### src/rtl/fb_pixel_writer_if.sv
// Pixel stream into the frame-buffer writer: valid/ready handshake with a start-of-frame marker.
`timescale 1ns/1ps
interface fb_pixel_writer_if;
    logic       s_valid;
    logic       s_sof;
    logic [8:0] s_data;
    logic       s_ready;

    modport master (output s_valid, output s_sof, output s_data, input s_ready);
    modport slave  (input s_valid, input s_sof, input s_data, output s_ready);
endinterface

### src/rtl/fb_pixel_writer.sv
// Write side of the RGB frame buffer: turns a raster-ordered pixel stream into RAM writes
// at addr = y*H_PIX + x, using an incremental address counter instead of a multiplier.
`timescale 1ns/1ps
module fb_pixel_writer #(
    parameter int H_PIX  = 400,
    parameter int V_PIX  = 300,
    parameter int ADDR_W = 17
) (
    input  logic              clk,
    input  logic              rst_n,
    input  logic              enable,
    fb_pixel_writer_if.slave  s_if,
    output logic              ram_we,
    output logic [ADDR_W-1:0] ram_addr,
    output logic [2:0]        ram_red,
    output logic [2:0]        ram_green,
    output logic [2:0]        ram_blue,
    output logic              busy,
    output logic              frame_done,
    output logic              sof_err
);
    localparam int XW = (H_PIX > 1) ? $clog2(H_PIX) : 1;
    localparam int YW = (V_PIX > 1) ? $clog2(V_PIX) : 1;
    localparam logic [XW-1:0] X_LAST = XW'(H_PIX - 1);
    localparam logic [YW-1:0] Y_LAST = YW'(V_PIX - 1);

    typedef enum logic [1:0] {
        ST_IDLE  = 2'd0,
        ST_WRITE = 2'd1,
        ST_DONE  = 2'd2
    } state_t;

    state_t            state_q, state_d;
    logic [XW-1:0]     x_q, x_d;
    logic [YW-1:0]     y_q, y_d;
    logic [ADDR_W-1:0] cnt_q, cnt_d;
    logic              we_q, we_d;
    logic [ADDR_W-1:0] addr_q, addr_d;
    logic [8:0]        data_q, data_d;
    logic              busy_q, busy_d;
    logic              done_q, done_d;
    logic              err_q, err_d;
    logic              ready_s;
    logic              accept_s;

    // Ready is combinational in enable and rst_n so a stall or reset blocks acceptance in the same cycle.
    assign ready_s  = enable & rst_n & (state_q != ST_DONE);
    assign accept_s = s_if.s_valid & ready_s;
    assign s_if.s_ready = ready_s;

    // Next-state, counter and write-port computation.
    always_comb begin
        state_d = state_q;
        x_d     = x_q;
        y_d     = y_q;
        cnt_d   = cnt_q;
        we_d    = 1'b0;
        addr_d  = addr_q;
        data_d  = data_q;
        done_d  = 1'b0;
        err_d   = 1'b0;
        case (state_q)
            ST_IDLE: begin
                if (accept_s && s_if.s_sof) begin
                    we_d    = 1'b1;
                    addr_d  = {ADDR_W{1'b0}};
                    data_d  = s_if.s_data;
                    x_d     = XW'(1);
                    y_d     = {YW{1'b0}};
                    cnt_d   = ADDR_W'(1);
                    state_d = ST_WRITE;
                end else begin
                    state_d = ST_IDLE;
                end
            end
            ST_WRITE: begin
                if (accept_s) begin
                    we_d   = 1'b1;
                    data_d = s_if.s_data;
                    if (s_if.s_sof) begin
                        // Resync: restart the frame at the origin without reporting completion.
                        err_d  = 1'b1;
                        addr_d = {ADDR_W{1'b0}};
                        x_d    = XW'(1);
                        y_d    = {YW{1'b0}};
                        cnt_d  = ADDR_W'(1);
                    end else begin
                        addr_d = cnt_q;
                        cnt_d  = cnt_q + ADDR_W'(1);
                        if (x_q == X_LAST) begin
                            x_d = {XW{1'b0}};
                            if (y_q == Y_LAST) begin
                                y_d     = {YW{1'b0}};
                                cnt_d   = {ADDR_W{1'b0}};
                                done_d  = 1'b1;
                                state_d = ST_DONE;
                            end else begin
                                y_d = y_q + YW'(1);
                            end
                        end else begin
                            x_d = x_q + XW'(1);
                        end
                    end
                end else begin
                    state_d = ST_WRITE;
                end
            end
            ST_DONE: begin
                x_d     = {XW{1'b0}};
                y_d     = {YW{1'b0}};
                cnt_d   = {ADDR_W{1'b0}};
                state_d = ST_IDLE;
            end
            default: begin
                x_d     = {XW{1'b0}};
                y_d     = {YW{1'b0}};
                cnt_d   = {ADDR_W{1'b0}};
                state_d = ST_IDLE;
            end
        endcase
        busy_d = (state_d == ST_WRITE);
    end

    // State, counters and registered outputs; reset clears the write strobe immediately.
    always_ff @(posedge clk or negedge rst_n) begin
        if (!rst_n) begin
            state_q <= ST_IDLE;
            x_q     <= {XW{1'b0}};
            y_q     <= {YW{1'b0}};
            cnt_q   <= {ADDR_W{1'b0}};
            we_q    <= 1'b0;
            addr_q  <= {ADDR_W{1'b0}};
            data_q  <= 9'd0;
            busy_q  <= 1'b0;
            done_q  <= 1'b0;
            err_q   <= 1'b0;
        end else begin
            state_q <= state_d;
            x_q     <= x_d;
            y_q     <= y_d;
            cnt_q   <= cnt_d;
            we_q    <= we_d;
            addr_q  <= addr_d;
            data_q  <= data_d;
            busy_q  <= busy_d;
            done_q  <= done_d;
            err_q   <= err_d;
        end
    end

    assign ram_we     = we_q;
    assign ram_addr   = addr_q;
    assign ram_red    = data_q[8:6];
    assign ram_green  = data_q[5:3];
    assign ram_blue   = data_q[2:0];
    assign busy       = busy_q;
    assign frame_done = done_q;
    assign sof_err    = err_q;
endmodule

### src/flat_wrapper.sv
// flat-port wrapper written by rule: the top's interface ports become plain ports
module fb_pixel_writer_flat 
#(
    parameter int H_PIX  = 400,
    parameter int V_PIX  = 300,
    parameter int ADDR_W = 17
)
  (clk, rst_n, enable, ram_we, ram_addr, ram_red, ram_green, ram_blue, busy, frame_done, sof_err, s_if_s_valid, s_if_s_sof, s_if_s_data, s_if_s_ready);
  fb_pixel_writer_if s_if_i ();
  input  logic clk;
  input  logic rst_n;
  input  logic enable;
  output logic ram_we;
  output logic [ADDR_W-1:0] ram_addr;
  output logic [2:0] ram_red;
  output logic [2:0] ram_green;
  output logic [2:0] ram_blue;
  output logic busy;
  output logic frame_done;
  output logic sof_err;
  input wire logic [$bits(s_if_i.s_valid)-1:0] s_if_s_valid;
  input wire logic [$bits(s_if_i.s_sof)-1:0] s_if_s_sof;
  input wire logic [$bits(s_if_i.s_data)-1:0] s_if_s_data;
  output wire logic [$bits(s_if_i.s_ready)-1:0] s_if_s_ready;
  assign s_if_i.s_valid = s_if_s_valid;
  assign s_if_i.s_sof = s_if_s_sof;
  assign s_if_i.s_data = s_if_s_data;
  assign s_if_s_ready = s_if_i.s_ready;
  fb_pixel_writer #(.H_PIX(H_PIX), .V_PIX(V_PIX), .ADDR_W(ADDR_W)) u_core (.clk(clk), .rst_n(rst_n), .enable(enable), .s_if(s_if_i), .ram_we(ram_we), .ram_addr(ram_addr), .ram_red(ram_red), .ram_green(ram_green), .ram_blue(ram_blue), .busy(busy), .frame_done(frame_done), .sof_err(sof_err));
endmodule
### config.mk
export PLATFORM = sky130hd
export DESIGN_NAME = fb_pixel_writer_flat
export DESIGN_NICKNAME = d
export VERILOG_FILES = /design/src/rtl/fb_pixel_writer_if.sv /design/src/rtl/fb_pixel_writer.sv /design/src/flat_wrapper.sv
export SDC_FILE = /design/constraint.sdc
export NUM_CORES = 1
export LEC_CHECK = 0
export CORE_MARGIN = 3
export CORE_UTILIZATION = 54
export DETAILED_ROUTE_END_ITERATION = 16
export PLACE_DENSITY = 0.87
export SYNTH_ARGS = -nofsm -noshare
export SYNTH_HDL_FRONTEND = slang
export SYNTH_SLANG_ARGS = --single-unit
### constraint.sdc
create_clock -name clk -period 2.2 [get_ports clk]
set_clock_uncertainty 0.05 [all_clocks]
set_input_delay 0.66 -clock clk [delete_from_list [all_inputs] [get_ports clk]]
set_output_delay 0.66 -clock clk [all_outputs]
set_load 0.01 [all_outputs]
# Yosys cells after proc, flatten, opt, wreduce, memory -nomap -nowiden
# Index checks and enable logic that the tools add are counted.
[totals]
register_bits = 67
in_bits = 14
elab_cells = 71
[op_classes]
n_addsub = 3
n_eq_ne = 8
n_mux = 41
bitwise_logic = 3
reduce_logical = 6
[op_table]
columns = ["op", "count"]
rows = [
  ["two-way mux 17 bit", 8],
  ["two-way mux 9 bit", 11],
  ["case mux 17 bit (2 select lines)", 2],
  ["case mux 9 bit (2 select lines)", 3],
  ["adder 9 x 1 -> 9 bit, second input constant", 2],
  ["equality test 9 bit, second input constant", 2],
  ["adder 17 x 1 -> 17 bit, second input constant", 1],
  ["two-way mux 1 bit", 11],
  ["two-way mux 2 bit", 4],
  ["AND reduction 3 bit", 2],
  ["equality test 2 x 1 -> 1 bit, second input constant", 2],
  ["!= test 2 x 1 -> 1 bit, second input constant", 2],
  ["case mux 2 bit (2 select lines)", 1],
  ["AND 1 bit", 3],
  ["!= test 3 x 2 -> 1 bit, second input constant", 1],
  ["zero test 2 bit", 1],
  ["!= test 2 bit, second input constant", 1],
  ["case mux 1 bit (2 select lines)", 1],
  ["AND reduction 2 bit", 1],
  ["nonzero test 2 bit", 1],
  ["logical AND 1 bit", 1],
]

# Longest topological paths before layout
[logic_depth]
word_depth = 7
ltp_mapped = 8
depth_no_buf = 6

# Least setup slack after synthesis
# OpenSTA, ideal clock, no wires.
[synth_path]
path_type = "input port to flip-flop"
startpoint = "in enable"
endpoint = "reg u_core.addr_q[0] (netlist: u_core.ram_addr[0])"
setup_time_ns = 0.121
t_arrival_ns = 1.744
path_slack_ns = 0.285
path_stages = 5
n_path_buf = 2
path_cell_list = "nand3_1 -> or3_1 -> clkbuf_1 -> buf_1 -> a22o_1"
[synth_via]
elab_chain_cells = 6
elab_cells_between_ends = 7
cone_classes = "eq/ne: 2; bitwise: 3; reduce/logical: 2"
[synth_lines]
columns = ["element", "line_no", "source"]
rows = [
  ["from (decl)", "flat_wrapper.sv:12", "input logic enable;"],
  ["AND 1 bit (*) (2 in a row)", "fb_pixel_writer.sv:47", "assign ready_s = enable & rst_n & (state_q != ST_DONE);"],
  ["AND 1 bit (*)", "fb_pixel_writer.sv:48", "assign accept_s = s_if.s_valid & ready_s;"],
  ["logical AND 1 bit", "fb_pixel_writer.sv:64", "if (accept_s && s_if.s_sof) begin"],
  ["!= test 2 x 1 -> 1 bit (no source line)", "-", ""],
  ["AND reduction 3 bit (no source line) (*)", "-", ""],
  ["to (signal assigned)", "fb_pixel_writer.sv:132", "addr_q <= {ADDR_W{1'b0}};"],
  ["to (signal assigned)", "fb_pixel_writer.sv:143", "addr_q <= addr_d;"],
  ["to (decl)", "fb_pixel_writer.sv:38", "logic [ADDR_W-1:0] addr_q, addr_d;"],
]
# Mark *: on every way between the ends. The rest lies on a longest branch, timed or not.
# A chain may end at the register's enable or synchronous reset.

# Final worst setup path
[layout_path]
startpoint = "in enable"
endpoint = "out s_if_s_ready"
[layout_via]
elab_chain_cells = 2
[layout_lines]
columns = ["element", "line_no", "source"]
rows = [
  ["AND 1 bit (2 in a row)", "fb_pixel_writer.sv:47", ""],
  ["to (decl)", "flat_wrapper.sv:24", "output wire logic [$bits(s_if_i.s_ready)-1:0] s_if_s_ready;"],
]
# Every way passes these cells.

==> reports/results.ini <==
[outcome]
status = completed

[global_route]
antenna_found_initial = 0
grt.total_usage = 0.2161
grt_first_pass_wirelength_um = 12010
grt_pass1_vias = 2553
overflow = 0
grt_max_degree = 68

[routing]
avgViaCountPerCell = 5.724
ant_nets = 0
post-route-drc-count = 0
drt_pass1_iterations = 4
num_vias = 2593
avgRoutedWirePerCell_um = 15.48
drt_iter0_drc = 110
routed_wirelength_um = 7011

[timing]
final_hold_viol_count = 0
slew_viol_final = 0
period_share = 0.9798
fmax_mhz = 463.9
relSlewSlack = 0.4434
finalSetupViolCount = 0
worst_pin_slew_ns = 0.8350
finalCriticalPeriod_ns = 2.156
fin_ws_ns = 0.04450
whs_ns = 0.4304
setup_tns_ns = 0

[setup_path]
path_cells = clkdlybuf4s50_1, nand2_1, a21oi_1, buf_2
worst-path-buf-inv = 2
cp-end-kind = output pin
worstPathRequired_ns = 1.49
crit_slowest_cell = clkdlybuf4s50_1
cp_max_fo = 2
crit_family = buffers and inverters
startpoint_type = input port
cp.arrival_ns = 1.45
path_class = in -> out
crit_path_max_incr_delay_ns = 0.48

[floorplan]
die_y_um = 82.84
die_width_um = 82.84
core_mm2 = 0.005608
die_area_mm2 = 0.006862
initial_core_util = 0.5685
io_pins = 45
row_count = 27

[finish]
drive_gt1_frac = 0.1522
nets = 393
diodes = 0
final_core_utilization = 0.7294
layout.cells.non_filler = 453
area_growth_pct = 28.30

[yosys]
ys_warn_count = 0
syn-cell-area_mm2 = 0.003188
syn-instance-count = 308
seq_area_frac_synth = 0.5259
synthDominantCellAreaShare = 0.5259
synthFlopType = dfrtp_1
synthArstFlopShare = 1.000
syn-num-nets = 325
ys_ff_latch = 67
ys_types = 42
synth_commonest_cells = dfrtp_1, nand2_1, a22o_1
synth_area_leader_cell = dfrtp_1
synth-edff-count = 0
yosysMostFrequentCell = dfrtp_1
synth_area_leaders = dfrtp_1, a22o_1, nand2_1, o21ai_0, nand3_1
syn_avg_cell_area_um2 = 10.35

[job]
drv_cap = 0

[pwr]
comb_power_share = 0.142
p_leak_nw = 1.810
pwr-share-clk = 0.357
power_switching_mw = 0.7419
intPower_mw = 2.053
power_frac_seq = 0.502
p_per_area_mw_per_mm2 = 683.3
swShare = 0.2655
peakVddDrop_mv = 0.5311

[clocking]
cts_tree = yes
clk_path_buf_depth = 2
clock_sinks = 67
h-tree-depth = 3
hold_buffers = 0
cts_made_buffers = 9
clk_latency_ns = 0.35
cts-root-buf = clkbuf_8
clkTransAtPathRegs_ns = 0.07

[place]
dp_hpwl_um = 4815
io_buffers = 44
place.gp.congestion = 0.8236
post-place-cells = 436
pre_cts_slack_ns = -0.3645

[hold_path]
hold_path_class = reg -> reg

area by class of cell:
type	count	area, um2
Sequential cell	67	1677
Fill cell	419	1518
Multi-Input combinational cell	224	1431
Timing Repair Buffer	71	683.2
Clock buffer	10	127.6
Tap cell	72	90.09
Clock inverter	6	66.31
Inverter	3	15.01
logic make-up after synthesis:
family,count (synthesis),synth area share
AND/OR/NAND/NOR,130,0.2194
adder cells (fa/ha/maj),3,0.01178
flip-flops,67,0.5259
buffers and inverters,17,0.02865
multiplexers,8,0.02512
AO/OA/AOI/OAI,75,0.1672
XOR/XNOR,8,0.02198
final timing paths:
path	start	end	slack, ns	cells after the start
max	enable	s_if_s_ready	0.04	4
max in group asynchronous	rst_n	u_core.data_q[6]$_DFFE_PN0P_	0.97	3
min reg2reg	u_core.data_q[5]$_DFFE_PN0P_	u_core.data_q[5]$_DFFE_PN0P_	0.43	2
min in group asynchronous	rst_n	u_core.busy$_DFF_PN0_	0.57	3
min	u_core.data_q[5]$_DFFE_PN0P_	u_core.data_q[5]$_DFFE_PN0P_	0.43	2
max reg2reg	u_core.x_q[0]$_DFFE_PN0P_	u_core.y_q[8]$_DFFE_PN0P_	0.08	7
layer usage:
metal | up-vias | GRT usage | wire (um)
met3 | 14 | 0.04563 | 289
met5 | - | 0 | 0
met4 | 0 | 0.1070 | 144
met2 | 57 | 0.3455 | 3435
met1 | 1275 | 0.2797 | 3142
li1 | 1247 | - | -
flip-flops by register name (all words and copies together) (netlist names):
register	flops
u_core.cnt_q	17
u_core.x_q	9
u_core.ram_we	1
u_core.y_q	9
u_core.state_q	2
u_core.busy	1
u_core.sof_err	1
u_core.frame_done	1
u_core.ram_addr	17
u_core.data_q	9
placed cells by master (no fill, tap or decap), types with 2 or more instances in the layout:
cell type and instances:
buf_12 4, o21ai_0 20, nand4_1 7, a22o_1 23
o21ai_1 2, nor3b_1 3, dfrtp_1 67, clkbuf_8 9
mux2i_1 8, and3_1 11, nor4_4 2, nand2_1 48
buf_2 2, a21o_1 3, a211oi_1 4, xnor2_1 7
ha_1 3, nor4_1 4, inv_1 2, nor3_1 9
clkinvlp_4 4, a21oi_1 16, nor2_1 17, nand3_1 18
buf_4 23, clkdlybuf4s50_1 42, a21oi_4 2
power by group through the flow:
stage,clock network (mW),logic (mW),registers [mW]
after global routing,1.07,0.440,1.42
after floorplan,0,0.160,1.42
after CTS,1.01,0.398,1.40
final,0.997,0.396,1.40
after global placement,0,0.381,1.42
after detailed placement,0,0.401,1.42
worst reg2reg max path, stage by stage, from the launching register on:
cell	delay, ns
dfrtp_1	0.41
ha_1	0.22
and3_1	0.22
and3_1	0.42
buf_4	0.20
nand2_1	0.13
a21oi_4	0.26
nor2_1	0.08
per-stage QoR:
step	instance area [um2]	total power, mW
after floorplan	3188	1.584
after global placement	3879	1.796
after detailed placement	3879	1.821
after CTS	4068	2.809
after global routing	4090	2.925
final	4090	2.795
repair_timing:
action | CTS | global route
gates cloned | 0 | 0
hold endpoints to repair | 0 | 0
gates resized for setup | 4 | 4
buffers inserted | 0 | 1
endpoints found under the setup margin | 1 | 8
pin swaps | 0 | 1
(Power assumes the default switching activity.)
==> RTL edit 1, RTL diff (same flow settings) <==
Make the reset (`rst_n`) synchronous in one clocked block.
--- a/src/rtl/fb_pixel_writer.sv
+++ b/src/rtl/fb_pixel_writer.sv
@@ -122,7 +122,7 @@
     end
 
     // State, counters and registered outputs; reset clears the write strobe immediately.
-    always_ff @(posedge clk or negedge rst_n) begin
+    always_ff @(posedge clk) begin
         if (!rst_n) begin
             state_q <= ST_IDLE;
             x_q     <= {XW{1'b0}};
Function: differs if rst_n is asserted again (counterexample within 4 cycles, from zero or initial values and one cycle with rst_n low); with rst_n held inactive, the same outputs for 10 cycles.
==> RTL edit 1 against the unedited design <==
Wire length decreased by 1.1%; synthesized area decreased by 10%; cell area decreased by 7.6%; sequential share of layout area decreased by 5.5 points; sequential cell count unchanged; synthesized cell count increased by 6.2%; setup slack improved by 63 ps; highest routed layer unchanged.
Power is not compared: it rests on default switching activity, and its combinational part moved more than twofold at a synthesized area within 25%.
==> RTL edit 1: results (changes against the unedited design) <==
status finished clean; Leakage 1.36 nW; Total GRT Usage 24.2% (+2.6 points); Via density 5.74 (+0.23%); Seq/Total Area, Yosys 47.0% (-5.6 points); Tmin final 2090 ps (-63.3 ps); 1st-iter DRT viols 240 (+120%); R2R cell count 9 (+2); CP Launch Point u_core.y_q[0]; diode count 0 (unchanged); routed wl met3 469 microns (+62%); reg2reg setup slack 110 ps (+30 ps); Post-DP HPWL 4910 microns (+2.0%); vias in the first global route 2631 (+3.1%); antenna violations before repair 0 (unchanged); pre-CTS setup slack -480 ps (-115 ps); largest net degree at the start of global routing 31 (-54%); routability cong. 0.807 (-2.0%); met2 wire length 3400 microns (-0.99%); Critical-path top delay cell or4b_4; Max VDD drop 408 uV; critical path endpoint u_core.cnt_q[11]; Fillers 348 (-17%); Clk Tree Root Cell clkbuf_8; count of cell types in the netlist 49 (+17%); CP peak stage delay 500 ps (+20 ps); FFs w/ async S/R, synth 0% (-100 points); ys flop type dfxtp_1; syn_nets 344 (+5.8%); final hold violations 0 (unchanged); Slew HR 74.5% (+30 points); clock slew at reported path FFs 70 ps (about the same); DR vias 2731 (+5.3%); Final #Nets 423 (+7.6%); Area contributors post-synth dfxtp_1 47%, nor2_1 5.7%, nand2_1 5.4%; First-pass DRT Iterations 6 (+2); first-pass GRT wire length 11800 microns (-1.5%); Placed Cells 461 (+5.7%); CP max FO 8 (+6); M1 wire length 2940 microns (-6.4%); routed len/inst 14.6 microns (-5.8%); syn avg cell area 8.74 sq um (-16%); top cells by count, synth 67 x dfxtp_1, 43 x nor2_1, 41 x nand2_1; layout cells sized above 1 16.6% (+1.4 points); Arr. time, crit path 2260 ps (+810 ps); Worst path top cell family by delay simple AND/OR/NAND/NOR gates
-- RTL edit 1: cell count changes in the layout (fill, tap and decap cells not counted), sizes merged, moves of 6 or more --
cell | unedited run | this run
a21oi | 18 | 25
a22o | 23 | 3
a22oi | 0 | 19
and3 | 11 | 5
buf | 29 | 40
dfrtp | 67 | 0
dfxtp | 0 | 67
mux2i | 8 | 0
nand2 | 49 | 42
nor2 | 19 | 44
o21ai | 22 | 11
xor2 | 1 | 11
-- RTL edit 1: metal layers --
| layer | track usage [%] | vias up |
|---|---|---|
| met5 | 0 | - |
| met4 | 10.8 | 0 |
| met3 | 7.48 | 17 |
| met2 | 40.3 | 106 |
| met1 | 28.7 | 1283 |
| li1 | - | 1325 |
-- RTL edit 1: kinds of logic after synthesis --
| logic type | count (synthesis) | synth area share (%) |
|---|---|---|
| XOR/XNOR | 16 | 4.91 |
| AND/OR/NAND/NOR | 144 | 25.7 |
| adder cells (fa/ha/maj) | 3 | 1.31 |
| AO/OA/AOI/OAI | 74 | 17.6 |
| flip-flops | 67 | 47.0 |
| buffers and inverters | 23 | 3.59 |
-- RTL edit 1: worst min-delay path, stage by stage (launching register included) --
cell and delay [ps]:
dfxtp_1 310, nand2_1 50, a21oi_1 50
-- RTL edit 1: area by class of cell --
class | instances | area, sq um | area share (%)
clock buffer | 11 | 141 | 3.74
clock inverter | 3 | 40.0 | 1.06
inverter | 8 | 30.0 | 0.794
multi-input combinational | 237 | 1420 | 37.5
sequential | 67 | 1340 | 35.5
tap | 67 | 83.8 | 2.22
timing repair buffer | 83 | 726 | 19.2
-- RTL edit 1: repair_timing --
item                                   4_1_cts  5_1_grt
hold buffers                                 0        0
pin swaps                                    0        1
setup buffers                                0        1
gates resized for setup                      6        2
endpoints found under the hold margin        0        0
setup endpoints to repair                    2       28
-- RTL edit 1: worst min-delay path by stage --
stage / cells past startpoint / start / endpoint / slack (ps)
after floorplan: 2 / u_core.y_q[1] / u_core.y_q[1] / 390
after global placement: 2 / u_core.data_q[0] / u_core.data_q[0] / 390
after detailed placement: 2 / u_core.data_q[2] / u_core.data_q[2] / 400
after CTS: 2 / u_core.data_q[2] / u_core.data_q[2] / 410
after global routing: 2 / u_core.data_q[1] / u_core.data_q[1] / 430
final: 2 / u_core.data_q[2] / u_core.data_q[2] / 400
-- RTL edit 1: where the power goes --
group / total, mW / switching (mW) / internal, mW
combinational: 0.128 / 0.0666 / 0.0617
sequential: 1.23 / 0.00624 / 1.22
clock: 0.975 / 0.437 / 0.538
-- RTL edit 1: stage by stage --
step,util [%],area [sq um],hold slack [ps]
after floorplan,-,2860,394
after detailed placement,73.2,3590,397
after global placement,73.2,3590,389
after CTS,76.7,3770,406
after global routing,77.0,3780,430
final,77.0,3780,403
==> RTL edit 2, RTL diff (same settings) <==
Without the edit above. `V_PIX` is set to 300 in 2 places; all go to 75.
--- a/src/rtl/fb_pixel_writer.sv
+++ b/src/rtl/fb_pixel_writer.sv
@@ -3,7 +3,7 @@
 `timescale 1ns/1ps
 module fb_pixel_writer #(
     parameter int H_PIX  = 400,
-    parameter int V_PIX  = 300,
+    parameter int V_PIX  = 75,
     parameter int ADDR_W = 17
 ) (
     input  logic              clk,
--- a/src/flat_wrapper.sv
+++ b/src/flat_wrapper.sv
@@ -2,7 +2,7 @@
 module fb_pixel_writer_flat 
 #(
     parameter int H_PIX  = 400,
-    parameter int V_PIX  = 300,
+    parameter int V_PIX  = 75,
     parameter int ADDR_W = 17
 )
   (clk, rst_n, enable, ram_we, ram_addr, ram_red, ram_green, ram_blue, busy, frame_done, sof_err, s_if_s_valid, s_if_s_sof, s_if_s_data, s_if_s_ready);
Check against the original RTL: same outputs for any inputs over 10 cycles, from zero or initial values and one cycle with rst_n low; that may be too few to reach the edited logic, so the function may still have changed.
==> RTL edit 2 against the unedited design <==
Cell area decreased by 3.5%; total power increased by 7.0%; global-route usage increased by 2.6 points; setup slack improved by 25 ps; via count increased by 3.4%; fmax increased by 1.2%; wire length increased by 5.5%; sequential cell count decreased by 2; clock power increased by 23%; synthesized area decreased by 7.4%.
==> RTL edit 2: results (changes against the unedited design) <==
count of cell types in the netlist 38 (-9.5%); routability cong. 0.829 (+0.68%); Placed Cells 422 (-3.2%); Area contributors post-synth dfrtp_1 55%, nand2_1 6.9%, a22o_1 6.2%; pre-CTS setup slack -348 ps (+16.8 ps); routed len/inst 16.8 microns (+8.4%); number of port buffers 44 (unchanged); diode count 0 (unchanged); Syn Inst Count 295 (-4.2%); syn_nets 313 (-3.7%); largest net degree at the start of global routing 44 (-35%); post-synthesis adder-cell area fraction 1.70% (+0.52 points); Leakage 1.85 nW (+2.3%); Post-DP Area 0.00368 sq mm (-5.2%); Clk Tree Root Cell clkbuf_8; Total Wirelength 7400 microns (+5.5%); status finished clean; Worst Tran Pin Value 626 ps (-209 ps); Via density 6.08 (+6.2%); layout cells sized above 1 14.3% (-0.94 points); Fillers 363 (-13%); top cells by count, synth 65 x dfrtp_1, 54 x nand2_1, 21 x a22o_1; Total GRT Usage 24.3% (+2.6 points); Synth Area in Compound Gates 18.7% (+2.0 points); Critical-path top delay cell or4b_4; Num CTS Buffers 9 (unchanged); First-pass DRT Iterations 5 (+1); Arr. time, crit path 2300 ps (+850 ps); Max VDD drop 532 uV (+0.17%); XOR/XNOR Fraction of Synth Area 1.48% (-0.71 points); Tmin final 2130 ps (-25.2 ps); vias in the first global route 2555 (+0.078%); 1st-iter DRT viols 203 (+85%); CP max FO 14 (+12); CP peak stage delay 600 ps (+120 ps); Hold WC Path Type in -> async; Post-DP HPWL 4870 microns (+1.1%); Final #Nets 384 (-2.3%); FFs w/ async S/R, synth 100% (unchanged); post-synthesis mux area share 1.36% (-1.2 points); clock slew at reported path FFs 70 ps (about the same); first-pass GRT wire length 11900 microns (-0.62%); Seq/Total Area, Yosys 55.1% (+2.5 points)
==> RTL edit 2: metrics by stage <==
step	utilization (%)	hold slack (ps)
floorplan	-	314
global placement	70.7	408
detailed placement	70.7	412
CTS	75.2	393
global route	75.9	405
finish	75.9	389
==> RTL edit 2: cell type report <==
class	count	share of cell area, %
repair buffers	74	18.4
multi-input cells	210	31.5
clock inverters	7	2.95
inverters	6	0.570
flip-flops and latches	65	41.2
well taps	70	2.22
clock buffers	9	3.14
==> RTL edit 2: per-layer routing <==
layer,share of wire [%],track usage [%]
met1,43,30.9
met2,50,39.7
met3,5.5,5.08
met4,1.7,10.6
met5,0,0
==> RTL edit 2: path summary, 6_finish.rpt <==
path,depth (start not counted),start,to
max,7,u_core.x_q[5],u_core.cnt_q[10]
min,3,rst_n,u_core.state_q[0]
max reg2reg,7,u_core.x_q[5],u_core.cnt_q[10]
min reg2reg,2,u_core.data_q[2],u_core.data_q[2]
max in group asynchronous,3,rst_n,u_core.ram_addr[9]
min in group clk,2,u_core.data_q[2],u_core.data_q[2]
==> RTL edit 2: worst max-delay path, delay by kind of cell (launching register included) <==
| kind | cells | cell delay, ps |
|---|---|---|
| and+or+nand+nor | 2 | 840 |
| DFF | 1 | 420 |
| buffers and inverters | 2 | 320 |
| AOI/OAI and AO/OA | 2 | 280 |
| muxes | 1 | 110 |
==> RTL edit 2: kinds of logic after synthesis <==
group / Yosys count
simple gates: 117
compound gates: 80
flops: 65
buf+inv: 20
xor+xnor: 5
mux: 4
fa+ha+maj: 4
==> RTL edit 2: where the power goes <==
group	leakage, nW	total (mW)	internal (mW)	switching [mW]
clock network	0.120	1.23	0.752	0.480
logic	0.857	0.392	0.207	0.185
registers	0.875	1.37	1.28	0.0831
